### config.mk
export PLATFORM = sky130hd
export DESIGN_NAME = hilo_div_ctrl_flat
export DESIGN_NICKNAME = d
export VERILOG_FILES = /design/src/rtl/hilo_div_ctrl_if.sv /design/src/rtl/hilo_div_ctrl.sv /design/src/flat_wrapper.sv
export SDC_FILE = /design/constraint.sdc
export NUM_CORES = 1
export LEC_CHECK = 0
export CAP_MARGIN = 5
export CORE_ASPECT_RATIO = 1.75
export CORE_MARGIN = 4
export CORE_UTILIZATION = 35
export DETAILED_ROUTE_END_ITERATION = 10
export GPL_ROUTABILITY_DRIVEN = 0
export HOLD_SLACK_MARGIN = 0.12
export MAX_ROUTING_LAYER = met4
export PLACE_DENSITY = 0.77
export SYNTH_ARGS = -nofsm -noshare
export SYNTH_HDL_FRONTEND = slang
export SYNTH_SLANG_ARGS = --single-unit
### constraint.sdc
create_clock -name div_clk -period 6.35 [get_ports div_clk]
set_clock_uncertainty 0.1 [all_clocks]
set_input_delay 1.5875 -clock div_clk [delete_from_list [all_inputs] [get_ports div_clk]]
set_output_delay 1.5875 -clock div_clk [all_outputs]
set_load 0.005 [all_outputs]
### src/rtl/hilo_div_ctrl_if.sv
// Signal bundle between the HI/LO divide controller and its neighbours:
// the EX stage (request + MTHI/MTLO), the iterative divider, and the
// pipeline stall/result logic.
//
// Request handshake: a request transfers on a rising div_clk edge where
// req_valid and req_ready are both 1. The requester holds req_* stable
// while req_valid=1 and req_ready=0. req_ready is combinational from
// the controller state. It does not depend on req_valid.
interface hilo_div_ctrl_if;
    logic        req_valid;
    logic        req_signed;
    logic [31:0] req_x;
    logic [31:0] req_y;
    logic        req_ready;
    logic        cancel;
    logic        mthi;
    logic        mtlo;
    logic [31:0] wdata;
    logic        div;
    logic        div_signed;
    logic [31:0] x;
    logic [31:0] y;
    logic [31:0] s;
    logic [31:0] r;
    logic        complete;
    logic [31:0] hi;
    logic [31:0] lo;
    logic        busy;
    logic        done;
    logic        dz;
    logic        tmo;
    logic [1:0]  dbg_state;

    // Controller side.
    modport slave (
        input  req_valid, req_signed, req_x, req_y, cancel,
        input  mthi, mtlo, wdata, s, r, complete,
        output req_ready, div, div_signed, x, y,
        output hi, lo, busy, done, dz, tmo, dbg_state
    );

    // Environment side: EX stage, divider and pipeline control.
    modport master (
        output req_valid, req_signed, req_x, req_y, cancel,
        output mthi, mtlo, wdata, s, r, complete,
        input  req_ready, div, div_signed, x, y,
        input  hi, lo, busy, done, dz, tmo, dbg_state
    );
endinterface

### src/rtl/hilo_div_ctrl.sv
// HI/LO divide controller. It accepts a DIV/DIVU request from EX and
// launches the external divider with a one-cycle start pulse. It then
// waits a bounded time for the result and writes the remainder to HI
// and the quotient to LO. A divisor of zero is reported without
// launching. The wait ends early on a pipeline flush. MTHI/MTLO writes
// go through only while the controller is idle.
module hilo_div_ctrl (
    input  logic            div_clk,
    input  logic            reset,
    hilo_div_ctrl_if.slave  bus
);

    typedef enum logic [1:0] {
        S_IDLE   = 2'd0,
        S_LAUNCH = 2'd1,
        S_WAIT   = 2'd2
    } state_t;

    state_t      state, state_nxt;
    logic [3:0]  wait_cnt;
    logic        accept;
    logic        zero_div;
    logic        write_res;
    logic        timeout;

    logic        div_q, div_signed_q, done_q, dz_q, tmo_q;
    logic [31:0] x_q, y_q, hi_q, lo_q;

    // State register.
    always_ff @(posedge div_clk or posedge reset) begin
        if (reset) state <= S_IDLE;
        else       state <= state_nxt;
    end

    // Next-state decode and per-edge event strobes. A flush beats a
    // completing result. A result arriving on the last wait cycle beats
    // the timeout.
    always_comb begin
        state_nxt = state;
        accept    = 1'b0;
        zero_div  = 1'b0;
        write_res = 1'b0;
        timeout   = 1'b0;
        case (state)
            S_IDLE: begin
                if (bus.req_valid && !bus.cancel) begin
                    if (bus.req_y != 32'd0) begin
                        accept    = 1'b1;
                        state_nxt = S_LAUNCH;
                    end else begin
                        zero_div  = 1'b1;
                    end
                end
            end
            S_LAUNCH: begin
                state_nxt = S_WAIT;
                if (bus.cancel) state_nxt = S_IDLE;
            end
            S_WAIT: begin
                if (bus.cancel) begin
                    state_nxt = S_IDLE;
                end else if (bus.complete) begin
                    write_res = 1'b1;
                    state_nxt = S_IDLE;
                end else if (wait_cnt == 4'd15) begin
                    timeout   = 1'b1;
                    state_nxt = S_IDLE;
                end
            end
            default: state_nxt = S_IDLE;
        endcase
    end

    // Wait-cycle counter: cleared while launching, counts during the wait.
    always_ff @(posedge div_clk or posedge reset) begin
        if (reset)                 wait_cnt <= 4'd0;
        else if (state == S_LAUNCH) wait_cnt <= 4'd0;
        else if (state == S_WAIT)   wait_cnt <= wait_cnt + 4'd1;
    end

    // Divider operands are captured on acceptance and held until the next
    // acceptance. The start pulse therefore lines up exactly with LAUNCH.
    always_ff @(posedge div_clk or posedge reset) begin
        if (reset) begin
            div_q        <= 1'b0;
            div_signed_q <= 1'b0;
            x_q          <= 32'd0;
            y_q          <= 32'd0;
        end else begin
            div_q <= accept;
            if (accept) begin
                div_signed_q <= bus.req_signed;
                x_q          <= bus.req_x;
                y_q          <= bus.req_y;
            end
        end
    end

    // HI/LO: a divider result is written in WAIT only. MTHI/MTLO writes
    // happen in IDLE only, so the two sources never collide.
    always_ff @(posedge div_clk or posedge reset) begin
        if (reset) begin
            hi_q <= 32'd0;
            lo_q <= 32'd0;
        end else if (write_res) begin
            hi_q <= bus.r;
            lo_q <= bus.s;
        end else if (state == S_IDLE) begin
            if (bus.mthi) hi_q <= bus.wdata;
            if (bus.mtlo) lo_q <= bus.wdata;
        end
    end

    // One-cycle status pulses.
    always_ff @(posedge div_clk or posedge reset) begin
        if (reset) begin
            done_q <= 1'b0;
            dz_q   <= 1'b0;
            tmo_q  <= 1'b0;
        end else begin
            done_q <= write_res | zero_div;
            dz_q   <= zero_div;
            tmo_q  <= timeout;
        end
    end

    assign bus.req_ready  = (state == S_IDLE);
    assign bus.busy       = (state != S_IDLE);
    assign bus.div        = div_q;
    assign bus.div_signed = div_signed_q;
    assign bus.x          = x_q;
    assign bus.y          = y_q;
    assign bus.hi         = hi_q;
    assign bus.lo         = lo_q;
    assign bus.done       = done_q;
    assign bus.dz         = dz_q;
    assign bus.tmo        = tmo_q;
    assign bus.dbg_state  = state;

endmodule
### src/flat_wrapper.sv
// flat-port wrapper written by rule: the top's interface ports become plain ports
module hilo_div_ctrl_flat 
  (div_clk, reset, bus_req_valid, bus_req_signed, bus_req_x, bus_req_y, bus_cancel, bus_mthi, bus_mtlo, bus_wdata, bus_s, bus_r, bus_complete, bus_req_ready, bus_div, bus_div_signed, bus_x, bus_y, bus_hi, bus_lo, bus_busy, bus_done, bus_dz, bus_tmo, bus_dbg_state);
  hilo_div_ctrl_if bus_i ();
  input  logic div_clk;
  input  logic reset;
  input wire logic [$bits(bus_i.req_valid)-1:0] bus_req_valid;
  input wire logic [$bits(bus_i.req_signed)-1:0] bus_req_signed;
  input wire logic [$bits(bus_i.req_x)-1:0] bus_req_x;
  input wire logic [$bits(bus_i.req_y)-1:0] bus_req_y;
  input wire logic [$bits(bus_i.cancel)-1:0] bus_cancel;
  input wire logic [$bits(bus_i.mthi)-1:0] bus_mthi;
  input wire logic [$bits(bus_i.mtlo)-1:0] bus_mtlo;
  input wire logic [$bits(bus_i.wdata)-1:0] bus_wdata;
  input wire logic [$bits(bus_i.s)-1:0] bus_s;
  input wire logic [$bits(bus_i.r)-1:0] bus_r;
  input wire logic [$bits(bus_i.complete)-1:0] bus_complete;
  output wire logic [$bits(bus_i.req_ready)-1:0] bus_req_ready;
  output wire logic [$bits(bus_i.div)-1:0] bus_div;
  output wire logic [$bits(bus_i.div_signed)-1:0] bus_div_signed;
  output wire logic [$bits(bus_i.x)-1:0] bus_x;
  output wire logic [$bits(bus_i.y)-1:0] bus_y;
  output wire logic [$bits(bus_i.hi)-1:0] bus_hi;
  output wire logic [$bits(bus_i.lo)-1:0] bus_lo;
  output wire logic [$bits(bus_i.busy)-1:0] bus_busy;
  output wire logic [$bits(bus_i.done)-1:0] bus_done;
  output wire logic [$bits(bus_i.dz)-1:0] bus_dz;
  output wire logic [$bits(bus_i.tmo)-1:0] bus_tmo;
  output wire logic [$bits(bus_i.dbg_state)-1:0] bus_dbg_state;
  assign bus_i.req_valid = bus_req_valid;
  assign bus_i.req_signed = bus_req_signed;
  assign bus_i.req_x = bus_req_x;
  assign bus_i.req_y = bus_req_y;
  assign bus_i.cancel = bus_cancel;
  assign bus_i.mthi = bus_mthi;
  assign bus_i.mtlo = bus_mtlo;
  assign bus_i.wdata = bus_wdata;
  assign bus_i.s = bus_s;
  assign bus_i.r = bus_r;
  assign bus_i.complete = bus_complete;
  assign bus_req_ready = bus_i.req_ready;
  assign bus_div = bus_i.div;
  assign bus_div_signed = bus_i.div_signed;
  assign bus_x = bus_i.x;
  assign bus_y = bus_i.y;
  assign bus_hi = bus_i.hi;
  assign bus_lo = bus_i.lo;
  assign bus_busy = bus_i.busy;
  assign bus_done = bus_i.done;
  assign bus_dz = bus_i.dz;
  assign bus_tmo = bus_i.tmo;
  assign bus_dbg_state = bus_i.dbg_state;
  hilo_div_ctrl u_core (.div_clk(div_clk), .reset(reset), .bus(bus_i));
endmodule
==> run summary, run 1 <==
The count of input and output buffers is 304. The number of clock sinks came out at 139. IR analysis of the VDD net gives a maximum drop of 0.241 mV. The number of top-level design ports is 305. The wire length of the first global-routing pass is 27.5 mm. The length of the first detailed-routing pass in iterations is 4. The initial standard-cell utilization of the core came out at 35.9%. Setup repair after global routing left no endpoint under its margin. The remaining global-route overflow is 0.

The number of remaining DRC errors is 0. The critical-path maximum fanout is 55. Measured along the y axis, the die boundary spans 183 µm. The number of global-route vias before repair is around 5200. The floorplan step defined a core boundary enclosing approximately 0.017 mm². The final core utilization is 58.1%.

The synthesis-to-finish area growth came out at 62.0%. The total count of max-transition violations in the final report came to 0. The headroom to the max-slew limit came out at 20.8%.

On the final layout, the worst hold slack is 0.405 ns. The die area came out at 0.0198 mm². The final instance count without filler cells is between 1000 and 1500. The wire length per cell is 17.9 µm.

In this run, the number of DRC markers left after iteration 0 of detailed routing was 153. The setup path with the least slack is of type primary input to flop. The number of clock buffers inserted by TritonCTS came out at 17. The number of nets in the synthesized netlist is approximately 650. At the worst endpoint, the required time is between 6 and 7 ns.

The gate count after technology mapping is 476. The sequential element share of the synthesized area is between 50 and 60%. The number of setup violations in the final report is 0. The per-instance average area after synthesis came out at roughly 13 µm². The setup total negative slack is 0 ns. The worst-margin pin slew came out at roughly 1.2 ns.

Yosys printed 0 warnings. The path class of the tightest hold or removal check is flop to flop. Row generation in the floorplan step produced 63 rows.

The number of antenna violations at the first check in global routing is 0. The number of inserted filler cells in the final layout came out at about 1400. The detail-routed via count per cell is 4.76.

The minimum clock period after layout is 3.98 ns. The most frequent standard cell in the layout excluding fill and tap cells is sky130_fd_sc_hd__clkdlybuf4s50_1. The placed cell count is just under 1000. The routed layout has 4835 vias. The pin count of the biggest net entering global routing is 100.

In this run the remaining antenna-violating nets after routing total 0. The final hold violation count was 0. The count of hold buffers inserted by post-cts repair is 0. The library cells used most frequently in the layout, excluding fill and tap cells, are sky130_fd_sc_hd__clkdlybuf4s50_1, sky130_fd_sc_hd__dfrtp_1, sky130_fd_sc_hd__mux2i_1, sky130_fd_sc_hd__a21oi_1, sky130_fd_sc_hd__nor2_1. TritonCTS built the clock tree. The flow ran to the end, and the final reports show no timing, DRC or antenna violations.

After synthesis, the netlist uses 35 different library cells. The cell sitting at the root of the clock tree is a sky130_fd_sc_hd__clkbuf_16. Post-CTS timing repair inserted 0 buffers for setup. The count of inserted antenna diode cells came out at 0.

The clock slew seen by the registers of the worst setup and hold paths is 0.06 ns. The width of the die came out at 108 µm. The final total power came out at 4.66 mW. The H-tree generated during clock tree synthesis spans 4 levels.

The final period utilization is 62.7%. STA puts the critical path data arrival time at roughly 4.2 ns. The wire length after detailed routing is 18.2 mm. The worst setup path is captured at a flop. The global-route total usage across every layer came out at 18.6%.

The number of nets in the final layout came out at 948. STA classifies the critical path startpoint as a primary input. The fmax came out at 0.251 GHz. The reported leakage power is 4.49 nW. The number of resized instances in the post-cts repair step is 0. The later pin in the worst-skew pair is clocked with a latency of 0.41 ns. The total half-perimeter wirelength after legalization and detailed placement came out at between 10 and 15 mm.

Max-cap violations in this run came to 0. The synthesis-stage register bit count came out at 139. The synthesized cell area is 0.00613 mm².

The cell area power density is 469 mW/mm². In this run the deepest clock path goes through 2 buffers. Of the cells placed in the final design, the portion with a size suffix greater than 1 is roughly an eighth.
## power breakdown
group	switching (mW)	internal [mW]	leakage [nW]
Clock	0.362	0.664	0.291
Combinational	0.700	1.35	2.56
Sequential	0.249	1.33	1.64
## critical path, stage by stage
cell and delay [ns]:
sky130_fd_sc_hd__clkdlybuf4s50_1 0.42, sky130_fd_sc_hd__nor4_1 0.57, sky130_fd_sc_hd__nand4_2 0.33, sky130_fd_sc_hd__o21bai_4 0.43
sky130_fd_sc_hd__buf_12 0.37, sky130_fd_sc_hd__mux2_2 0.39
## per-stage QoR
step,setup slack [ns],area [µm²]
6_report,2.37,9940
5_1_grt,2.29,9940
4_1_cts,2.36,9940
3_5_place_dp,1.92,9340
3_3_place_gp,1.97,9340
2_1_floorplan,0.938,6130
## worst paths after layout
| check | startpoint | cells past startpoint | slack (ns) | end |
|---|---|---|---|---|
| worst max-delay path | bus_req_y[3] | 6 | 2.37 | u_core.bus.x[0]$_DFFE_PP0P_ |
| worst min register to register | u_core.bus.y[30]$_DFFE_PP0P_ | 1 | 0.40 | u_core.bus.y[30]$_DFFE_PP0P_ |
| worst max register to register | u_core.bus.dbg_state[0]$_DFFE_PP0P_ | 6 | 3.75 | u_core.bus.hi[17]$_DFFE_PP0P_ |
| min in group asynchronous | reset | 2 | 1.58 | u_core.bus.div_signed$_DFFE_PP0P_ |
| worst min-delay path | u_core.bus.y[30]$_DFFE_PP0P_ | 1 | 0.40 | u_core.bus.y[30]$_DFFE_PP0P_ |
| max in group asynchronous | reset | 3 | 3.65 | u_core.bus.dbg_state[0]$_DFFE_PP0P_ |
## cell type report
type                       instances  area (µm²)  share of cell area [%]
clock buffer                      23         458                    4.61
clock inverter                     8         143                    1.44
inverter                           7        31.3                   0.315
multi-input combinational        303        2450                    24.6
sequential                       139        3480                    35.0
tap                              227         284                    2.86
timing repair buffer             308        3100                    31.2
## cell families (layout without fill, tap and decap cells)
family / after synthesis / in the layout / synth area share, %
flip-flops: 139 / 139 / 56.7
multiplexers: 130 / 130 / 24.9
AND/OR/NAND/NOR: 93 / 93 / 7.28
AO/OA/AOI/OAI: 76 / 76 / 6.77
buffers and inverters: 34 / 346 / 3.49
adder cells (fa/ha/maj): 4 / 4 / 0.816
## sequential cells by signal (all words and copies together), names as in the netlist
| name | cells |
|---|---|
| u_core.bus.tmo | 1 |
| u_core.bus.div_signed | 1 |
| u_core.wait_cnt | 4 |
| u_core.bus.x | 32 |
| u_core.bus.div | 1 |
| u_core.bus.y | 32 |
| u_core.bus.done | 1 |
| u_core.bus.hi | 32 |
| u_core.bus.dz | 1 |
| u_core.bus.dbg_state | 2 |
| u_core.bus.lo | 32 |
## synthesized netlist by cell type
library cell                number  area share, %
sky130_fd_sc_hd__nor3_1          1          0.082
sky130_fd_sc_hd__buf_12          4            1.3
sky130_fd_sc_hd__nand4_2         2           0.41
sky130_fd_sc_hd__nand2b_1        2           0.20
sky130_fd_sc_hd__buf_1           6           0.37
sky130_fd_sc_hd__buf_2           2           0.16
sky130_fd_sc_hd__a22oi_1         1           0.12
sky130_fd_sc_hd__o22ai_1         1           0.10
sky130_fd_sc_hd__nand3b_1        2           0.24
sky130_fd_sc_hd__buf_4           2           0.24
sky130_fd_sc_hd__nor4_1          6           0.61
sky130_fd_sc_hd__o211ai_1        1           0.12
sky130_fd_sc_hd__ha_1            4           0.82
sky130_fd_sc_hd__nor3b_1         2           0.24
sky130_fd_sc_hd__mux2i_1        65             11
sky130_fd_sc_hd__o21ai_0         3           0.24
sky130_fd_sc_hd__mux2_2         26            4.8
sky130_fd_sc_hd__or3b_2          1           0.14
sky130_fd_sc_hd__dfrtp_1       139             57
sky130_fd_sc_hd__o21bai_4        1           0.31
sky130_fd_sc_hd__clkbuf_1       12           0.73
sky130_fd_sc_hd__a21oi_1        65            5.3
sky130_fd_sc_hd__buf_8           1           0.24
sky130_fd_sc_hd__nor2b_1         2           0.20
sky130_fd_sc_hd__and4_1          1           0.14
sky130_fd_sc_hd__o31ai_1         1           0.12
sky130_fd_sc_hd__inv_1           7           0.43
sky130_fd_sc_hd__o2bb2ai_1       1           0.14
sky130_fd_sc_hd__a32o_1          1           0.16
sky130_fd_sc_hd__nand2_1         5           0.31
sky130_fd_sc_hd__nor2_1         64            3.9
sky130_fd_sc_hd__mux2_4         39            9.5
sky130_fd_sc_hd__o2111ai_1       1           0.14
sky130_fd_sc_hd__nor4_2          3           0.61
sky130_fd_sc_hd__nand3_1         2           0.16
## routing by layer
| metal | track usage, % | wire [µm] | vias up |
|---|---|---|---|
| li1 | - | - | 2272 |
| met1 | 18.9 | 6510 | 2333 |
| met2 | 33.9 | 10100 | 204 |
| met3 | 4.58 | 1160 | 26 |
| met4 | 6.83 | 456 | 0 |
| met5 | - | 0 | - |
No activity file was read; power rests on OpenSTA's default activity.
==> inputs of run 2 (changes only) <==
==> constraint.sdc (replaced) <==
create_clock -name div_clk -period 4 [get_ports div_clk]
set_clock_uncertainty 0.1 [all_clocks]
set_input_delay 1 -clock div_clk [delete_from_list [all_inputs] [get_ports div_clk]]
set_output_delay 1 -clock div_clk [all_outputs]
set_load 0.005 [all_outputs]
==> run summary, run 2 (synthesis results as in run 1) <==
The layout cell share with drive strength beyond 1 is between 10% and 20%. The count of standard-cell rows came out at 63. The clock tree root driver cell is sky130_fd_sc_hd__clkbuf_16. The floorplan step defined a core boundary enclosing 0.0171 mm². The total count of max-transition violations in the final report came to 0.

The switching part of the total came out at 28.8%. At the end of the flow, the number of nets in the layout was 956. The number of remaining DRC errors is 0.

The global-route total usage across every layer came out at 19.4%. Dividing total power by cell area gives a power density of 738 mW/mm². Setup repair after global routing left no endpoint under its margin. The worst slack after detailed placement came out at 0.396 ns. Traced cell by cell, the critical path runs through clkdlybuf4s50_1 > nor4_1 > nand4_2 > o21bai_4 > buf_12 > mux2_2. The reported leakage power is 4.52 nW.

After detailed routing, the number of vias per cell comes to 4.76. The HPWL after detailed placement is 14.2 mm. The wire length per cell came out at 18.2 µm. The fmax is 0.324 GHz. The relative contribution of sequential cells to total power is 34.0%. The clock slew seen by the registers of the worst setup and hold paths came out at 0.06 ns. The proportion of power drawn by combinational gates came out at between 40% and 50%.

The number of resized instances in the post-cts repair step came out at 0. The data arrival time of the critical path is about 3.3 ns. The required time of the critical path is 4.20 ns.

The delay contributed by the slowest stage of the critical path is 0.51 ns. The worst hold path terminates at u_core.bus.y[31]$_DFFE_PP0P_. Among all stages on the critical path, the largest delay is contributed by sky130_fd_sc_hd__nor4_1. The vias after detailed routing is 4873. Entering global routing, the biggest net connects 68 pins.

Global routing finished with a remaining overflow of 0. The worst setup path is of the primary input to flop kind. The worst-case register-to-register setup slack is 1.81 ns. The most frequent standard cell in the layout excluding fill and tap cells is sky130_fd_sc_hd__clkdlybuf4s50_1. Max-cap violations in this run came to 0. The initial standard-cell utilization of the core came out at 35.9%. The count of hold buffers inserted by post-cts repair came out at 0. The H-tree depth is 4.

Adding up every negative setup slack in the final design gives 0 ns. The maximum resistive drop on vdd is roughly 0.38 mV. Together, buffers and inverters on the worst path number 2. The flow ran to the end, and the final reports show no timing, DRC or antenna violations. The synthesis-to-finish area growth is 63.3%. The length of the first detailed-routing pass in iterations is 4. The count of input and output buffers is 304.

In the layout the commonest cells are sky130_fd_sc_hd__clkdlybuf4s50_1, sky130_fd_sc_hd__dfrtp_1, sky130_fd_sc_hd__mux2i_1, sky130_fd_sc_hd__a21oi_1, sky130_fd_sc_hd__nor2_1. STA classifies the critical path startpoint as a primary input. The net switching power is 2.13 mW. Clock latency on the worst-skew pair, taken at its later pin, is between 0.4 and 0.5 ns.

The headroom to the max-slew limit is 48.0%. The number of global-route vias before repair is 5341. STA classifies the critical path endpoint as a flop. The logic depth of the worst register-to-register path came out at 6. The worst register-to-register path begins at u_core.bus.dbg_state[1]$_DFFE_PP0P_.

The register cell area after layout came out at 0.00348 mm². The cell internal power dissipation came out at 5.27 mW. The critical-path maximum fanout is 58.

The violation count after the first detailed-routing iteration is 193. TritonCTS built the clock tree. The least setup slack across all paths after layout came out at about 0.9 ns. The number of clock buffers inserted by TritonCTS came out at 17. From left edge to right edge, the die measures 108 µm. After detailed routing, the total wire length is between 15 and 20 mm. Dividing the final minimum period by the clock period gives 77.1%. The path category of the worst min-delay check is flop to flop.

The number of inserted filler cells in the final layout came out at 1442. The wire length of the first global-routing pass is ~28 mm. The number of antenna violations at the first check in global routing came out at 0.

305 I/O pins were placed. In this run the vertical extent of the chip is approximately 180 µm. The tree built by TritonCTS fans out to between 100 and 150 sinks.

0 antenna diodes ended up in the layout. The clock network accounts for a little over a fifth of the total power. Once detail routing completed, the nets flagged for antenna violations numbered 0. The setup fix buffers added after clock tree synthesis came out at 0. The number of cells on the worst hold path came out at 1. The worst-margin pin slew came out at approximately 0.78 ns. The endpoint identified for the worst register-to-register timing path is u_core.bus.lo[21]$_DFFE_PP0P_.

The number of setup violations in the final report is 0. The final hold violation count is 0. The multi-input logic area is 0.00245 mm². The die area is 0.0198 mm². The number of buffers on the longest clock path came out at 2.

The cell family contributing the most delay on the critical path is simple AND/OR/NAND/NOR gates. Counting I/O delays and the setup requirement, the final critical path takes 3.08 ns. The startpoint of the lowest-slack hold path is u_core.bus.y[31]$_DFFE_PP0P_.
run 2: cell types whose count changed in the layout (fill, tap and decap cells not counted):
cell	delta
sky130_fd_sc_hd__inv_6	-1
sky130_fd_sc_hd__clkbuf_1	-2
sky130_fd_sc_hd__buf_12	+2
sky130_fd_sc_hd__clkinvlp_4	+3
sky130_fd_sc_hd__clkinv_4	+2
sky130_fd_sc_hd__bufinv_16	-1
sky130_fd_sc_hd__buf_4	+6
run 2: layout make-up:
type / instances / share of cell area, %
repair buffers: 316 / 31.8
inverters: 7 / 0.300
flip-flops and latches: 139 / 34.7
clock inverters: 11 / 1.45
clock buffers: 21 / 4.50
well taps: 227 / 2.84
multi-input cells: 303 / 24.4
run 2: how the worst max path moves through the flow:
stage	from	endpoint	slack, ns	cells after the start
6_report	bus_req_y[0]	u_core.bus.x[0]$_DFFE_PP0P_	0.92	6
4_1_cts	bus_req_y[0]	u_core.bus.x[0]$_DFFE_PP0P_	0.85	6
3_5_place_dp	bus_req_y[0]	u_core.bus.x[0]$_DFFE_PP0P_	0.40	6
5_1_grt	bus_req_y[0]	u_core.bus.x[0]$_DFFE_PP0P_	0.80	6
3_3_place_gp	bus_req_y[0]	u_core.bus.x[31]$_DFFE_PP0P_	0.42	6
2_1_floorplan	reset	u_core.bus.dbg_state[0]$_DFFE_PP0P_	1.16	1
run 2: metrics by stage:
| stage | total power [mW] | instance area (µm²) | utilization (%) | instances | hold slack (ns) |
|---|---|---|---|---|---|
| after global placement | 5.74 | 9420 | 55.1 | 992 | 0.388 |
| after detailed placement | 5.85 | 9420 | 55.1 | 992 | 0.391 |
| after CTS | 7.50 | 10000 | 58.6 | 1024 | 0.407 |
| final | 7.39 | 10000 | 58.6 | 1024 | 0.402 |
| after floorplan | 3.90 | 6140 | - | 476 | 0.379 |
| after global routing | 7.85 | 10000 | 58.6 | 1024 | 0.424 |
run 2: power by group through the flow:
stage / clock, mW / sequential [mW] / combinational (mW)
floorplan: 0 / 2.54 / 1.35
global placement: 0 / 2.49 / 3.25
detailed placement: 0 / 2.52 / 3.33
CTS: 1.64 / 2.52 / 3.33
global route: 1.71 / 2.60 / 3.53
finish: 1.60 / 2.51 / 3.28
run 2: metal layers:
metal / share of wire, % / vias up / global-route usage [%] / routed length (µm)
li1: - / 2304 / - / -
met1: 35 / 2305 / 19.2 / 6530
met2: 54 / 232 / 35.1 / 10100
met3: 8.0 / 32 / 5.57 / 1490
met4: 2.7 / 0 / 7.89 / 507
met5: 0 / - / - / 0
